<file path="config.mk">
export PLATFORM = sky130hd
export DESIGN_NAME = fc_cmd_scheduler
export DESIGN_NICKNAME = d
export VERILOG_FILES = /design/src/rtl/fc_pkg.sv /design/src/rtl/fc_token_bucket.sv /design/src/rtl/fc_cmd_scheduler.sv
export SDC_FILE = /design/constraint.sdc
export NUM_CORES = 1
export LEC_CHECK = 0
export ABC_AREA = 1
export BUFFER_PORTS_ARGS = -buffer_cell sky130_fd_sc_hd__buf_2
export CORE_MARGIN = 10
export CORE_UTILIZATION = 40
export CTS_BUF_LIST = sky130_fd_sc_hd__clkbuf_4 sky130_fd_sc_hd__clkbuf_8 sky130_fd_sc_hd__clkbuf_16
export CTS_CLUSTER_SIZE = 40
export DETAILED_ROUTE_END_ITERATION = 8
export RECOVER_POWER = 25
export SYNTH_ARGS = -nofsm -noshare
export SYNTH_HDL_FRONTEND = slang
export SYNTH_SLANG_ARGS = --single-unit
</file>
<file path="constraint.sdc">
create_clock -name clk_bx -period 5.3 [get_ports clk_bx]
set_input_delay 0.53 -clock clk_bx [delete_from_list [all_inputs] [get_ports clk_bx]]
set_output_delay 0.53 -clock clk_bx [all_outputs]
set_load 0.05 [all_outputs]
</file>
<file path="src/rtl/fc_pkg.sv">
// Shared constants for the fast-control command scheduler: command bit
// positions, field widths and a saturating counter helper.
package fc_pkg;

    localparam int FC_BCR          = 0;
    localparam int FC_L1A          = 1;
    localparam int FC_LINK_RESET   = 2;
    localparam int FC_BUFFER_CLEAR = 3;
    localparam int FC_CMD_W        = 4;
    localparam int BX_W            = 12;
    localparam int CNT_W           = 16;

    function automatic logic [CNT_W-1:0] sat_inc(input logic [CNT_W-1:0] value);
        return (&value) ? value : value + CNT_W'(1);
    endfunction

endpackage

</file>
<file path="src/rtl/fc_token_bucket.sv">
// Token bucket limiting L1A bursts: one token per issued L1A, one token
// regained every REFILL_BX cycles, capped at BURST_MAX.
module fc_token_bucket #(
    parameter int BURST_MAX = 8,
    parameter int REFILL_BX = 40,
    parameter int TOK_W     = 4
) (
    input  logic             clk_bx,
    input  logic             reset_n,
    input  logic             consume,
    output logic             available,
    output logic [TOK_W-1:0] tokens
);

    localparam int RW = (REFILL_BX > 1) ? $clog2(REFILL_BX) : 1;

    logic [RW-1:0]    refill_cnt_reg;
    logic [TOK_W-1:0] tokens_reg;
    logic [TOK_W-1:0] tokens_next;
    logic             refill_wrap;

    assign refill_wrap = (refill_cnt_reg == RW'(REFILL_BX - 1));
    assign available   = (tokens_reg != '0);
    assign tokens      = tokens_reg;

    // A consume and a refill in the same cycle cancel out.
    always_comb begin
        tokens_next = tokens_reg;
        if (consume && !refill_wrap) begin
            tokens_next = tokens_reg - TOK_W'(1);
        end else if (refill_wrap && !consume && (tokens_reg < TOK_W'(BURST_MAX))) begin
            tokens_next = tokens_reg + TOK_W'(1);
        end
    end

    always_ff @(posedge clk_bx or negedge reset_n) begin
        if (!reset_n) begin
            refill_cnt_reg <= '0;
            tokens_reg     <= TOK_W'(BURST_MAX);
        end else begin
            refill_cnt_reg <= refill_wrap ? '0 : refill_cnt_reg + RW'(1);
            tokens_reg     <= tokens_next;
        end
    end

endmodule

</file>
<file path="src/rtl/fc_cmd_scheduler.sv">
// Fast-control command scheduler: orbit BX counter with BCR, L1A trigger rules,
// buffer-clear holdoff and slot-aligned link resets, one command field per BX.
module fc_cmd_scheduler
    import fc_pkg::*;
#(
    parameter int              MIN_SPACING   = 4,
    parameter int              BURST_MAX     = 8,
    parameter int              REFILL_BX     = 40,
    parameter int              CLEAR_HOLDOFF = 16,
    parameter logic [BX_W-1:0] LR_SLOT       = 12'd8
) (
    input  logic                clk_bx,
    input  logic                reset_n,
    input  logic [BX_W-1:0]     orb_length,
    input  logic                enable,
    input  logic [3:0]          req_l1a,
    input  logic                req_link_reset,
    input  logic                req_buffer_clear,
    input  logic                clr_counters,
    output logic [FC_CMD_W-1:0] fc_cmd,
    output logic [BX_W-1:0]     bx_pos,
    output logic [3:0]          tokens,
    output logic                lr_pending,
    output logic [CNT_W-1:0]    l1a_issued_cnt,
    output logic [CNT_W-1:0]    l1a_dropped_cnt
);

    localparam int SP_W = (MIN_SPACING > 1) ? $clog2(MIN_SPACING) : 1;
    localparam int HO_W = (CLEAR_HOLDOFF > 0) ? $clog2(CLEAR_HOLDOFF + 1) : 1;

    logic [BX_W-1:0]     bx_reg;
    logic [SP_W-1:0]     spacing_reg;
    logic [HO_W-1:0]     holdoff_reg;
    logic                clr_pend_reg;
    logic                lr_pend_reg;

    logic [BX_W-1:0]     eff_len;
    logic [BX_W-1:0]     lr_slot_bx;
    logic                bx_wrap;
    logic                l1a_req;
    logic                l1a_issue;
    logic                l1a_drop;
    logic                clr_issue;
    logic                lr_issue;
    logic                tok_avail;
    logic [3:0]          tok_count;
    logic [FC_CMD_W-1:0] cmd_next;

    fc_token_bucket #(
        .BURST_MAX (BURST_MAX),
        .REFILL_BX (REFILL_BX),
        .TOK_W     (4)
    ) u_bucket (
        .clk_bx    (clk_bx),
        .reset_n   (reset_n),
        .consume   (l1a_issue),
        .available (tok_avail),
        .tokens    (tok_count)
    );

    assign eff_len    = (orb_length < BX_W'(2)) ? BX_W'(2) : orb_length;
    assign bx_wrap    = (bx_reg >= eff_len - BX_W'(1));
    // A slot beyond the orbit would never be reached, so fall back to BX 0.
    assign lr_slot_bx = (LR_SLOT >= eff_len) ? '0 : LR_SLOT;

    assign l1a_req    = enable && (|req_l1a);
    assign clr_issue  = enable && clr_pend_reg;
    assign lr_issue   = enable && lr_pend_reg && (bx_reg == lr_slot_bx);
    assign l1a_issue  = l1a_req && (spacing_reg == '0) && tok_avail &&
                        (holdoff_reg == '0) && !clr_issue;
    assign l1a_drop   = l1a_req && !l1a_issue;
    assign lr_pending = lr_pend_reg;

    always_comb begin
        cmd_next                  = '0;
        cmd_next[FC_BCR]          = (bx_reg == '0);
        cmd_next[FC_L1A]          = l1a_issue;
        cmd_next[FC_LINK_RESET]   = lr_issue;
        cmd_next[FC_BUFFER_CLEAR] = clr_issue;
    end

    always_ff @(posedge clk_bx or negedge reset_n) begin
        if (!reset_n) begin
            bx_reg          <= '0;
            spacing_reg     <= '0;
            holdoff_reg     <= '0;
            clr_pend_reg    <= 1'b0;
            lr_pend_reg     <= 1'b0;
            fc_cmd          <= '0;
            bx_pos          <= '0;
            tokens          <= '0;
            l1a_issued_cnt  <= '0;
            l1a_dropped_cnt <= '0;
        end else begin
            bx_reg <= bx_wrap ? '0 : bx_reg + BX_W'(1);
            fc_cmd <= cmd_next;
            bx_pos <= bx_reg;
            tokens <= tok_count;

            if (l1a_issue) begin
                spacing_reg <= SP_W'(MIN_SPACING - 1);
            end else if (spacing_reg != '0) begin
                spacing_reg <= spacing_reg - SP_W'(1);
            end

            if (clr_issue) begin
                holdoff_reg <= HO_W'(CLEAR_HOLDOFF);
            end else if (holdoff_reg != '0) begin
                holdoff_reg <= holdoff_reg - HO_W'(1);
            end

            // Pending flags only survive while enabled; a fresh request re-arms.
            clr_pend_reg <= enable && req_buffer_clear;
            lr_pend_reg  <= enable && (req_link_reset || (lr_pend_reg && !lr_issue));

            if (clr_counters) begin
                l1a_issued_cnt  <= '0;
                l1a_dropped_cnt <= '0;
            end else begin
                if (l1a_issue) l1a_issued_cnt  <= sat_inc(l1a_issued_cnt);
                if (l1a_drop)  l1a_dropped_cnt <= sat_inc(l1a_dropped_cnt);
            end
        end
    end

endmodule
</file>
==> results of run 1 <==
-- critical path: cells and delay by family --
family	cells	cell delay (ns)
fa+ha+maj	2	0.50
buf+inv	3	0.25
xor+xnor	1	0.15
simple gates	12	1.73
-- cell usage after synthesis (6+ instances only) --
cell | n | share of area
nand3b_1 | 9 | 0.013
o21bai_1 | 7 | 0.010
nor2_1 | 81 | 0.061
ha_1 | 22 | 0.055
nand2_2 | 14 | 0.017
nor2_4 | 8 | 0.018
nand4_1 | 19 | 0.024
inv_1 | 62 | 0.046
xnor2_1 | 11 | 0.019
nand2_1 | 183 | 0.14
dfrtp_1 | 82 | 0.41
nor3_1 | 14 | 0.014
nor2_2 | 8 | 0.010
o21ai_0 | 6 | 0.0060
xor2_1 | 24 | 0.042
a21oi_1 | 9 | 0.0090
nand3_1 | 48 | 0.048
-- placed cells by master, fill, tap and decap left out, types with 3 or more instances in the layout --
cell	n
a21oi_1	9
buf_2	72
bufinv_16	3
clkbuf_16	9
clkbuf_4	3
dfrtp_1	82
ha_1	22
inv_1	62
nand2_1	184
nand2_2	13
nand3_1	48
nand3b_1	9
nand4_1	19
nor2_1	82
nor2_2	7
nor2_4	8
nor3_1	14
o21ai_0	6
o21bai_1	7
xnor2_1	11
xor2_1	24
-- where the power goes --
group          internal [mW]  leakage [nW]  switching, mW
clock                  0.477         0.171          0.244
sequential             0.735          1.09         0.0912
combinational          0.168          1.69          0.398
-- path summary, 6_finish.rpt --
| check | from | cells past startpoint | to |
|---|---|---|---|
| min | reset_n | 1 | l1a_issued_cnt[4] |
| min reg2reg | u_bucket.tokens[2] | 0 | tokens[2] |
| max reg2reg | u_bucket.refill_cnt_reg[0] | 12 | u_bucket.tokens[3] |
| max in group asynchronous | reset_n | 1 | bx_pos[9] |
| min in group clk_bx | req_buffer_clear | 3 | clr_pend_reg |
| max | orb_length[4] | 18 | bx_reg[1] |
-- layer usage --
layer  GRT usage  part of all wire  vias to the layer above
met1       0.173              0.47                     2029
met5           0                 0                        -
met2       0.221              0.47                       91
met3      0.0354             0.051                        8
met4      0.0408            0.0091                        0
li1            -                 -                     2187
-- cells by family (layout without fill, tap and decap cells) --
family,Yosys count,after routing,synth area share
flops,83,83,0.414
xor+xnor,35,35,0.0611
simple gates,397,397,0.371
compound gates,26,26,0.0337
buf+inv,73,155,0.0611
fa+ha+maj,23,23,0.0589
-- cell type report --
class	instances	area, µm²	area share
Timing Repair Buffer	74	372	0.0632
Inverter	65	246	0.0419
Sequential cell	83	2080	0.354
Clock buffer	12	248	0.0421
Multi-Input combinational cell	481	2630	0.447
Tap cell	168	210	0.0358
Clock inverter	4	98.8	0.0168
==> results.cfg, run 1 <==
[status]
status = finished clean

[sta]
setup_viol = 0
max_freq_ghz = 0.345
rsz0062_at_grt = no
fin_crit_sh = 0.547
report.final.slew_viol_count = 0
hold_viol = 0
setup_ws_ns = 2.40
worstMarginPinSlew_ns = 1.04
skew_ns = 0.00596
finalCriticalPeriod_ns = 2.90
timing.hold.ws_ns = 0.376
relSlewSlack = 0.306
tns_ns = 0

[setup_path]
worstSetupEndpointType = flip-flop
crit_type = input port to flip-flop
worstPathCellList = buf_2, nor2_1, nand2_1, nor2_2, nand2_1, nand2_1, ha_1, nand3_1, xnor2_1, inv_1, ha_1, nand2_1, inv_1, nand3_1, nor2_1, nand2_1, nand4_1, nor2_1
reg2reg_slack_ns = 2.95
slowest_stage = nand4_1
startpoint_type = input port
path_max_fanout = 12
crit_required_ns = 5.54
arrival_ns = 3.14
path_common_cell = nand2_1
max_stage_delay_ns = 0.39

[place]
place_congestion = 0.847
dp_slack_ns = 2.03
dpl.cell_count = 871
place_area_um2 = 5540
portBuffers = 74
hpwl_mm = 8.66

[clock_network]
cts_post_setup_buffers_inserted = 0
numClockSinks = 83
cts_tree = done
cts_hold_buf = 0
clock_latency_ns = 0.33
cts_resized = 0
cts.htree.levels = 3
cts_inserted_buffers = 9
clkTransAtPathRegs_ns = 0.06
root_buffer = clkbuf_16
clock_path_buffers = 2

[synth]
synthFlopType = dfrtp_1
ys_warn_count = 0
syn_area_um2 = 5010
ys_seq_elements = 83
synthArstFlopShare = 1.00
synth_nets = 682
seq_area_frac_synth = 0.414
yosysUniqueCellTypes = 41
syn_avg_cell_area_um2 = 7.87
synth_cells = 637
synth_edf_count = 0

[detailed_routing]
wl_per_cell_um = 13.1
drc = 0
routed_wl_mm = 11.7
first_pass_iters = 4
viasPerCell = 4.86
num_vias = 4315
drtIter0Drc = 250
drtAntennaViolNets = 0

[global_route]
grt_max_degree = 84
grt_pass1_vias = 4315
antenna_found_initial = 0
gr-total-overflow = 0
grt_usage = 0.136
grt_pass1_wl_mm = 20.0

[worst_hold_path]
hold_class = input port to async pin

[cells_and_area]
nFillCells = 1212
largestRegisters = l1a_dropped_cnt (16), l1a_issued_cnt (16)
finalNonFillerCells = 887
nets = 759
drive_gt1_frac = 0.181
fin_area_um2 = 5880
final_core_util = 0.483
num_antenna_cells = 0
syn2layout_area_growth_pct = 17.2

[floorplanning]
dieArea_um2 = 17400
initial_utilization = 0.412
die_w_um = 132
io_pins = 75
core-area_um2 = 12200
die_y_um = 132
num_rows = 40

[power]
peakVddDrop_mv = 0.267
p_leak_nw = 2.95
power_mw = 2.11
powerDensity_nw_per_um2 = 360

[job]
cap_violations = 0
(Power assumes the default switching activity.)
==> inputs of run 2 (changes only) <==
==> constraint.sdc (replaced) <==
create_clock -name clk_bx -period 2.65 [get_ports clk_bx]
set_input_delay 0.265 -clock clk_bx [delete_from_list [all_inputs] [get_ports clk_bx]]
set_output_delay 0.265 -clock clk_bx [all_outputs]
set_load 0.05 [all_outputs]
==> run 2 against run 1 <==
  * Clock power increased by 83%
  * Routed wire length is essentially flat
  * Register-to-register slack got worse by 2.5 ns
  * Count of clock-buffer cells in the layout rose by 3
  * Final area rose by 0.55%
  * Combinational power increased by 100%
  * First-iteration DRC count is 7.6% higher
  * Die area did not move
  * Critical path depth stayed put
  * Critical endpoint is now bx_reg[9]
  * Highest routed layer unchanged
==> results.cfg, run 2 (same netlist as run 1, synthesis figures left out) <==
[global_route]
grt_usage = 0.136
grt_max_degree = 58
antenna_found_initial = 0
grt_pass1_vias = 4203
grt_pass1_wl_mm = 20.1
gr-total-overflow = 0

[cells_and_area]
fin_area_um2 = 5910
syn2layout_area_growth_pct = 17.9
multi_input_area_um2 = 2630
nFillCells = 1205
final_common_cell = nand2_1
drive_gt1_frac = 0.192
final_cell_mix = nand2_1, dfrtp_1, nor2_1
largestRegisters = l1a_dropped_cnt (16), l1a_issued_cnt (16)
num_antenna_cells = 0
register_area_um2 = 2080
nets = 765

[job]
cap_violations = 0

[detailed_routing]
first_pass_iters = 4
routed_wl_mm = 11.7
viasPerCell = 4.87
wl_per_cell_um = 13.1
drc = 0
drtIter0Drc = 269
num_vias = 4345
drtAntennaViolNets = 0

[sta]
skew_ns = 0.00844
tns_ns = 0
report.final.slew_viol_count = 0
finalCriticalPeriod_ns = 2.25
setup_ws_ns = 0.398
rsz0062_at_grt = no
worstMarginPinSlew_ns = 1.46
timing.hold.ws_ns = 0.134
setup_viol = 0
fin_crit_sh = 0.850
max_freq_ghz = 0.444
relSlewSlack = 0.0256
hold_viol = 0

[clock_network]
cts_resized = 0
numClockSinks = 83
cts.htree.levels = 3
clock_path_buffers = 2
clock_latency_ns = 0.33
root_buffer = clkbuf_16
clkTransAtPathRegs_ns = 0.06
cts_post_setup_buffers_inserted = 0
cts_inserted_buffers = 9
cts_tree = done
cts_hold_buf = 0

[floorplanning]
num_rows = 40
core-area_um2 = 12200
die_y_um = 132
io_pins = 75
die_w_um = 132
dieArea_um2 = 17400
initial_utilization = 0.412

[setup_path]
arrival_ns = 2.47
crit_required_ns = 2.87
path_max_fanout = 12
startpoint_type = input port
reg2reg_slack_ns = 0.42
worstSetupEndpointType = flip-flop
crit_type = input port to flip-flop

[power]
p_leak_nw = 2.98
peakVddDrop_mv = 0.465
power_mw = 4.11
powerDensity_nw_per_um2 = 696

[place]
portBuffers = 74
place_area_um2 = 5600
dp_slack_ns = 0.0451
hpwl_mm = 8.79
place_congestion = 0.868

[status]
status = finished clean

[worst_hold_path]
hold_class = input port to flip-flop
[run 2: cell types whose count changed in the layout (fill, tap and decap cells not counted)]
cell,previous run,this run
nor2_2,7,8
clkbuf_2,0,1
bufinv_16,3,1
dfstp_2,0,1
buf_12,0,1
nor2_1,82,81
dfstp_1,1,0
clkbuf_8,0,3
clkinv_4,1,0
nand2_2,13,14
nand2_1,184,183
buf_4,1,5
[run 2: stage by stage]
stage	cells	utilization
after floorplan	637	-
after global placement	877	0.460
after detailed placement	877	0.460
after CTS	893	0.486
after global routing	893	0.486
final	893	0.486
[run 2: critical path, cell delays in order]
cell and delay, ns:
buf_2 0.13, nor2_1 0.13, nand2_1 0.10, nor2_2 0.15
nand2_1 0.07, nand2_1 0.08, ha_1 0.23, nand3_1 0.13
xnor2_1 0.15, inv_1 0.05, ha_1 0.26, nand2_1 0.05
inv_1 0.06, nand3_1 0.08, nand3b_1 0.17, nand4_1 0.10
buf_4 0.19, nor2_1 0.06
[run 2: layout make-up]
class                           instances  area share
Clock buffer                           15      0.0489
Clock inverter                          1     0.00508
Inverter                               65      0.0417
Multi-Input combinational cell        481       0.445
Sequential cell                        83       0.352
Tap cell                              168      0.0356
Timing Repair Buffer                   80      0.0722
[run 2: final timing paths]
check | from | to | cells after the start
setup reg to reg | holdoff_reg[0] | u_bucket.tokens[3] | 12
max in group asynchronous | reset_n | bx_reg[9] | 1
setup / recovery | orb_length[4] | bx_reg[9] | 18
hold / removal | req_buffer_clear | clr_pend_reg | 3
hold reg to reg | u_bucket.tokens[3] | tokens[3] | 0
min in group asynchronous | reset_n | l1a_issued_cnt[4] | 1
[run 2: layer usage]
layer | vias to the layer above | track usage | wire, µm
met2 | 78 | 0.219 | 5520
li1 | 2197 | - | -
met3 | 9 | 0.0278 | 414
met4 | 0 | 0.0482 | 157
met1 | 2061 | 0.176 | 5570
met5 | - | 0 | 0
[run 2: power by group]
group / switching [mW] / internal, mW
clock network: 0.481 / 0.840
registers: 0.186 / 1.47
logic: 0.794 / 0.342
total: 1.46 / 2.65
